<file path="config.mk">
export PLATFORM = sky130hd
export DESIGN_NAME = uart_tx_arbiter_flat
export DESIGN_NICKNAME = d
export VERILOG_FILES = /design/src/rtl/uart_tx_arbiter_if.sv /design/src/rtl/uart_tx_arbiter.sv /design/src/flat_wrapper.sv
export SDC_FILE = /design/constraint.sdc
export NUM_CORES = 1
export LEC_CHECK = 0
export CAP_MARGIN = 20
export CORE_MARGIN = 2
export CORE_UTILIZATION = 42
export CTS_CLUSTER_SIZE = 16
export DETAILED_ROUTE_END_ITERATION = 7
export GPL_TIMING_DRIVEN = 0
export PLACE_DENSITY = 0.78
export REMOVE_ABC_BUFFERS = 1
export SLEW_MARGIN = 20
export SYNTH_ARGS = -nofsm -noshare
export SYNTH_HDL_FRONTEND = slang
export SYNTH_SLANG_ARGS = --single-unit
</file>
<file path="constraint.sdc">
create_clock -name clk -period 2.2 [get_ports clk]
set_clock_uncertainty 0.15 [all_clocks]
set_input_delay 0.44 -clock clk [delete_from_list [all_inputs] [get_ports clk]]
set_output_delay 0.44 -clock clk [all_outputs]
set_load 0.05 [all_outputs]
</file>
<file path="src/rtl/uart_tx_arbiter_if.sv">
// Bundle between N byte-stream requesters, the shared UART transmitter and grant status.
// The arbiter takes the slave view; requesters/UART stub take the master view.
interface uart_tx_arbiter_if #(
    parameter int N = 4
);
    localparam int IDW = $clog2(N);

    logic [8*N-1:0] req_data;
    logic [N-1:0]   req_valid;
    logic [N-1:0]   req_last;
    logic [N-1:0]   req_ready;
    logic [7:0]     tx_data;
    logic           tx_valid;
    logic           tx_ready;
    logic           grant_valid;
    logic [IDW-1:0] grant_id;
    logic           timeout;

    modport master (
        output req_data, req_valid, req_last, tx_ready,
        input  req_ready, tx_data, tx_valid, grant_valid, grant_id, timeout
    );

    modport slave (
        input  req_data, req_valid, req_last, tx_ready,
        output req_ready, tx_data, tx_valid, grant_valid, grant_id, timeout
    );
endinterface

</file>
<file path="src/rtl/uart_tx_arbiter.sv">
// Round-robin, message-granular arbiter sharing one UART transmitter between N requesters,
// with a one-byte output register and a stall timeout that revokes a silent owner's grant.
module uart_tx_arbiter #(
    parameter int N       = 4,
    parameter int TIMEOUT = 65535,
    localparam int IDW    = $clog2(N)
) (
    input  logic             clk,
    input  logic             resetn,
    uart_tx_arbiter_if.slave bus
);
    localparam int            TW   = (TIMEOUT < 2) ? 1 : $clog2(TIMEOUT + 1);
    localparam logic [TW-1:0] TMAX = TW'(TIMEOUT);

    typedef enum logic {IDLE, BUSY} state_e;

    state_e         state_q, state_d;
    logic [IDW-1:0] owner_q, owner_d;
    logic [IDW-1:0] prev_q, prev_d;
    logic [7:0]     tx_data_q, tx_data_d;
    logic           tx_valid_q, tx_valid_d;
    logic           last_q, last_d;
    logic [TW-1:0]  timer_q, timer_d;

    logic [IDW-1:0] winner;
    logic [N-1:0]   req_ready_w;
    logic           timeout_w;
    logic           owner_valid;
    logic           owner_last;
    logic [7:0]     owner_data;

    // Scan offsets from far to near so the nearest requester after prev wins.
    always_comb begin
        winner = prev_q;
        for (int i = N; i >= 1; i--) begin
            if (bus.req_valid[(int'(prev_q) + i) % N])
                winner = IDW'((int'(prev_q) + i) % N);
        end
    end

    assign owner_valid = bus.req_valid[owner_q];
    assign owner_last  = bus.req_last[owner_q];
    assign owner_data  = bus.req_data[8*int'(owner_q) +: 8];

    for (genvar g = 0; g < N; g++) begin : g_ready
        assign req_ready_w[g] = (state_q == BUSY) && !tx_valid_q && (owner_q == IDW'(g));
    end

    always_comb begin
        state_d    = state_q;
        owner_d    = owner_q;
        prev_d     = prev_q;
        tx_data_d  = tx_data_q;
        tx_valid_d = tx_valid_q;
        last_d     = last_q;
        timer_d    = timer_q;
        timeout_w  = 1'b0;

        case (state_q)
            IDLE: begin
                if (|bus.req_valid) begin
                    owner_d = winner;
                    prev_d  = winner;
                    timer_d = '0;
                    state_d = BUSY;
                end
            end
            BUSY: begin
                if (!tx_valid_q) begin
                    // A byte arriving in the expiry cycle still wins over the timeout.
                    if (owner_valid) begin
                        tx_data_d  = owner_data;
                        tx_valid_d = 1'b1;
                        last_d     = owner_last;
                        timer_d    = '0;
                    end else if (TIMEOUT != 0 && timer_q == TMAX) begin
                        timeout_w = 1'b1;
                        state_d   = IDLE;
                    end else if (timer_q != TMAX) begin
                        timer_d = timer_q + 1'b1;
                    end
                end else if (bus.tx_ready) begin
                    tx_valid_d = 1'b0;
                    if (last_q)
                        state_d = IDLE;
                end
            end
            default: state_d = IDLE;
        endcase
    end

    always_ff @(posedge clk) begin
        if (!resetn) begin
            state_q    <= IDLE;
            owner_q    <= '0;
            prev_q     <= IDW'(N - 1);
            tx_data_q  <= '0;
            tx_valid_q <= 1'b0;
            last_q     <= 1'b0;
            timer_q    <= '0;
        end else begin
            state_q    <= state_d;
            owner_q    <= owner_d;
            prev_q     <= prev_d;
            tx_data_q  <= tx_data_d;
            tx_valid_q <= tx_valid_d;
            last_q     <= last_d;
            timer_q    <= timer_d;
        end
    end

    assign bus.req_ready   = req_ready_w;
    assign bus.tx_data     = tx_data_q;
    assign bus.tx_valid    = tx_valid_q;
    assign bus.grant_valid = (state_q == BUSY);
    assign bus.grant_id    = owner_q;
    assign bus.timeout     = timeout_w;
endmodule

</file>
<file path="src/flat_wrapper.sv">
// flat-port wrapper written by rule: the top's interface ports become plain ports
module uart_tx_arbiter_flat 
#(
    parameter int N       = 4,
    parameter int TIMEOUT = 65535,
    localparam int IDW    = $clog2(N)
)
  (clk, resetn, bus_req_data, bus_req_valid, bus_req_last, bus_tx_ready, bus_req_ready, bus_tx_data, bus_tx_valid, bus_grant_valid, bus_grant_id, bus_timeout);
  uart_tx_arbiter_if #(.N(N)) bus_i ();
  input  logic clk;
  input  logic resetn;
  input wire logic [$bits(bus_i.req_data)-1:0] bus_req_data;
  input wire logic [$bits(bus_i.req_valid)-1:0] bus_req_valid;
  input wire logic [$bits(bus_i.req_last)-1:0] bus_req_last;
  input wire logic [$bits(bus_i.tx_ready)-1:0] bus_tx_ready;
  output wire logic [$bits(bus_i.req_ready)-1:0] bus_req_ready;
  output wire logic [$bits(bus_i.tx_data)-1:0] bus_tx_data;
  output wire logic [$bits(bus_i.tx_valid)-1:0] bus_tx_valid;
  output wire logic [$bits(bus_i.grant_valid)-1:0] bus_grant_valid;
  output wire logic [$bits(bus_i.grant_id)-1:0] bus_grant_id;
  output wire logic [$bits(bus_i.timeout)-1:0] bus_timeout;
  assign bus_i.req_data = bus_req_data;
  assign bus_i.req_valid = bus_req_valid;
  assign bus_i.req_last = bus_req_last;
  assign bus_i.tx_ready = bus_tx_ready;
  assign bus_req_ready = bus_i.req_ready;
  assign bus_tx_data = bus_i.tx_data;
  assign bus_tx_valid = bus_i.tx_valid;
  assign bus_grant_valid = bus_i.grant_valid;
  assign bus_grant_id = bus_i.grant_id;
  assign bus_timeout = bus_i.timeout;
  uart_tx_arbiter #(.N(N), .TIMEOUT(TIMEOUT)) u_core (.clk(clk), .resetn(resetn), .bus(bus_i));
endmodule
</file>
==> summary.md <==
| Metric | Value |
|---|---|
| Clk sinks | 31 |
| Peak VDD IR | 0.0004246 V |
| Yosys top cell by area | dfxtp_1 |
| Clock-pin slew on the worst setup and hold paths | 0.07 ns |
| Tightest Pin Transition | 0.6340 ns |
| P&R area growth vs syn | 54.29% |
| Final period util | 1.074 |
| Commonest cells post-synth | dfxtp_1 (31), nand2_1 (22), nor2_1 (20), nand3_1 (15), a21oi_1 (14) |
| Clk Latency, worst-skew pair | 0.29 ns |
| Layout cells sized above 1 | 0.2799 |
| Die Span X | 70.38 µm |
| Mapped Cells | 213 |
| DR iter-0 viols | 216 |
| CP cell instances | clkdlybuf4s15_1 > mux4_2 > buf_4 > nor3b_4 > buf_6 |
| # port buffers | 59 |
| Setup ws final | -0.1632 ns |
| Clock Tree Root | clkbuf_8 |
| DR pass1 iterations | 4 |
| Number of global-route vias before repair | 1779 |
| Core Footprint | 4294 µm² |
| Worst Path Max Fanout | 5 |
| Failing checks | negative setup slack |
| Prevailing post-synth register cell | dfxtp_1 |
| Maxcap violations | 0 |
| Crit path launch type | input pin |
| Largest net degree at the start of global routing | 17 |
| Filler cells | 325 |
| Max incr delay on CP | 0.53 ns |
| Static Leakage | 0.001159 µW |
| Mapped Area | 1851 µm² |
| Post-synth top area share | 0.3354 |
| Peak Freq | 0.4232 GHz |
| Final hold slack | 0.3170 ns |
| Number of synthesized flops with an enable pin | 0 |
| Crit path arrival time | 1.77 ns |
| Final setup vio count | 5 |
| Pwr dens | 620.9 nW/µm² |
| Slew Viols, Final | 0 |
| Die height | 70.38 µm |
| Post-Layout Inst Area | 2855 µm² |
| Initial core utilization | 0.4309 |
| Hold Buf Count CTS | 0 |
| Drt total wl | 5628 µm |
| Worst path bufs/invs | 3 |
| Setup TNS | -0.3422 ns |
| # DRC | 0 |
| Synth warn | 0 |
| Top cells by area, synth | dfxtp_1 (34%), mux4_2 (12%), mux2i_1 (4.9%) |
| Global Route Usage Sum | 0.2101 |
| IO Count | 60 |
| Final nets | 336 |
| Final Util | 0.6649 |
| Crit Path Class | in2out |
| Fin. Hold Viols | 0 |
| Critical Path RT | 1.61 ns |
| CTS tree | yes |
| Place WS | -1.021 ns |
| First-pass GRT wire length | 8266 µm |
| Register area share after synthesis | 0.3354 |
| Relative slew margins | 0.5769 |
| Routed vias | 2047 |
| Ant diodes | 0 |
| Initial antenna violation count | 0 |
| Max clock buf depth | 2 |
| Num rows | 24 |
| CP top delay family | buffers and inverters |
| Global route overflow | 0 |
| Status | finished with violations |
| Async SR Flop Fraction | 0 |
| Worst min path class | reg2reg |
| Top-count cell post-synth | dfxtp_1 |
| Cell Area, Placed | 2457 µm² |
| H-tree Lvls | 2 |
| Routability cong. | 0.8801 |
| Avg Cell Area, Syn | 8.688 µm² |
| RSZ-0062 raised after global routing | true |
| Setup crit end kind | primary output |
| ANT nets after route | 0 |
| WL per Instance | 16.31 µm |
| CTS buffer count | 5 |
| Minimum clock period | 2.363 ns |
| Slowest-stage cell, CP | mux4_2 |
| FF+latch count, synth | 31 |
| Die ar. | 4953 µm² |
| Post-synthesis cell type count | 46 |
| Dpl hpwl | 3375 µm |
| Avg Vias per Cell | 5.933 |
repair_timing:
item,in CTS,in global routing
pin swaps,5,13
endpoints found under the setup margin,35,29
resized for setup,47,32
setup buffers,11,14
state kept, by name, indices dropped and copies added (netlist names):
| signal | count |
|---|---|
| u_core.timer_q | 16 |
| u_core.bus.tx_data | 8 |
| u_core.bus.grant_id | 2 |
| u_core.prev_q | 2 |
| u_core.bus.grant_valid | 1 |
| u_core.bus.tx_valid | 1 |
| u_core.last_q | 1 |
layout make-up:
| type | instances | area, µm² | share of cell area |
|---|---|---|---|
| sequential | 31 | 644.4 | 0.2257 |
| clock inverter | 3 | 20.02 | 0.007011 |
| inverter | 9 | 33.78 | 0.01183 |
| clock buffer | 5 | 68.82 | 0.02410 |
| timing repair buffer | 84 | 775.7 | 0.2717 |
| multi-input combinational | 161 | 1247 | 0.4369 |
| tap | 52 | 65.06 | 0.02279 |
power breakdown:
part	switching, µW	internal (µW)	leakage, µW
Combinational	351	333	0.000861
Clock	234	220	0.0000402
Sequential	36.6	598	0.000258
worst min-delay path, stage by stage (launching register included):
cell and delay [ns]:
dfxtp_1 0.31, nand2_1 0.05, a21oi_1 0.05
metal layers:
metal,routed length (µm),share of wire,global-route usage
met3,411,0.073,0.06926
met4,191,0.034,0.1068
met2,2768,0.49,0.3291
met5,0,0,0
met1,2256,0.40,0.2565
cells by family (layout without fill, tap and decap cells):
kind of cell,Yosys count,in the layout,share of synthesized area
multiplexers,20,20,0.1765
AO/OA/AOI/OAI,46,46,0.1799
buffers and inverters,21,101,0.04732
XOR/XNOR,1,1,0.004734
AND/OR/NAND/NOR,93,93,0.2495
flip-flops,31,31,0.3354
adder cells (fa/ha/maj),1,1,0.006760
placed cells by master, fill, tap and decap left out, types with 3 or more instances in the layout:
master            n
clkdlybuf4s50_1  47
nand2_1          20
buf_4            20
dfxtp_1          20
nor2_1           18
nand3_1          13
a21oi_1          13
mux4_2           10
inv_1             9
mux2i_1           9
nand4_1           8
a31oi_1           7
dfxtp_2           7
nor3_1            6
clkbuf_8          5
clkbuf_2          5
buf_6             5
and3_1            4
dfxtp_4           4
nand2b_1          3
o21ai_0           3
o211ai_1          3
final timing paths:
check / from / depth (start not counted) / slack, ns / to
setup / recovery: bus_req_valid[2] / 5 / -0.16 / bus_timeout
hold / removal: u_core.bus.tx_data[0] / 2 / 0.32 / u_core.bus.tx_data[0]
setup reg to reg: u_core.bus.grant_id[1] / 7 / -0.11 / u_core.timer_q[9]
hold reg to reg: u_core.bus.tx_data[0] / 2 / 0.32 / u_core.bus.tx_data[0]
stage by stage:
| step | total power [µW] | cells |
|---|---|---|
| 6_report | 1773 | 345 |
| 5_1_grt | 1853 | 345 |
| 4_1_cts | 1697 | 331 |
| 3_5_place_dp | 1209 | 312 |
| 3_3_place_gp | 1199 | 312 |
| 2_1_floorplan | 1010 | 201 |
Power figures use the tool's default switching activity.
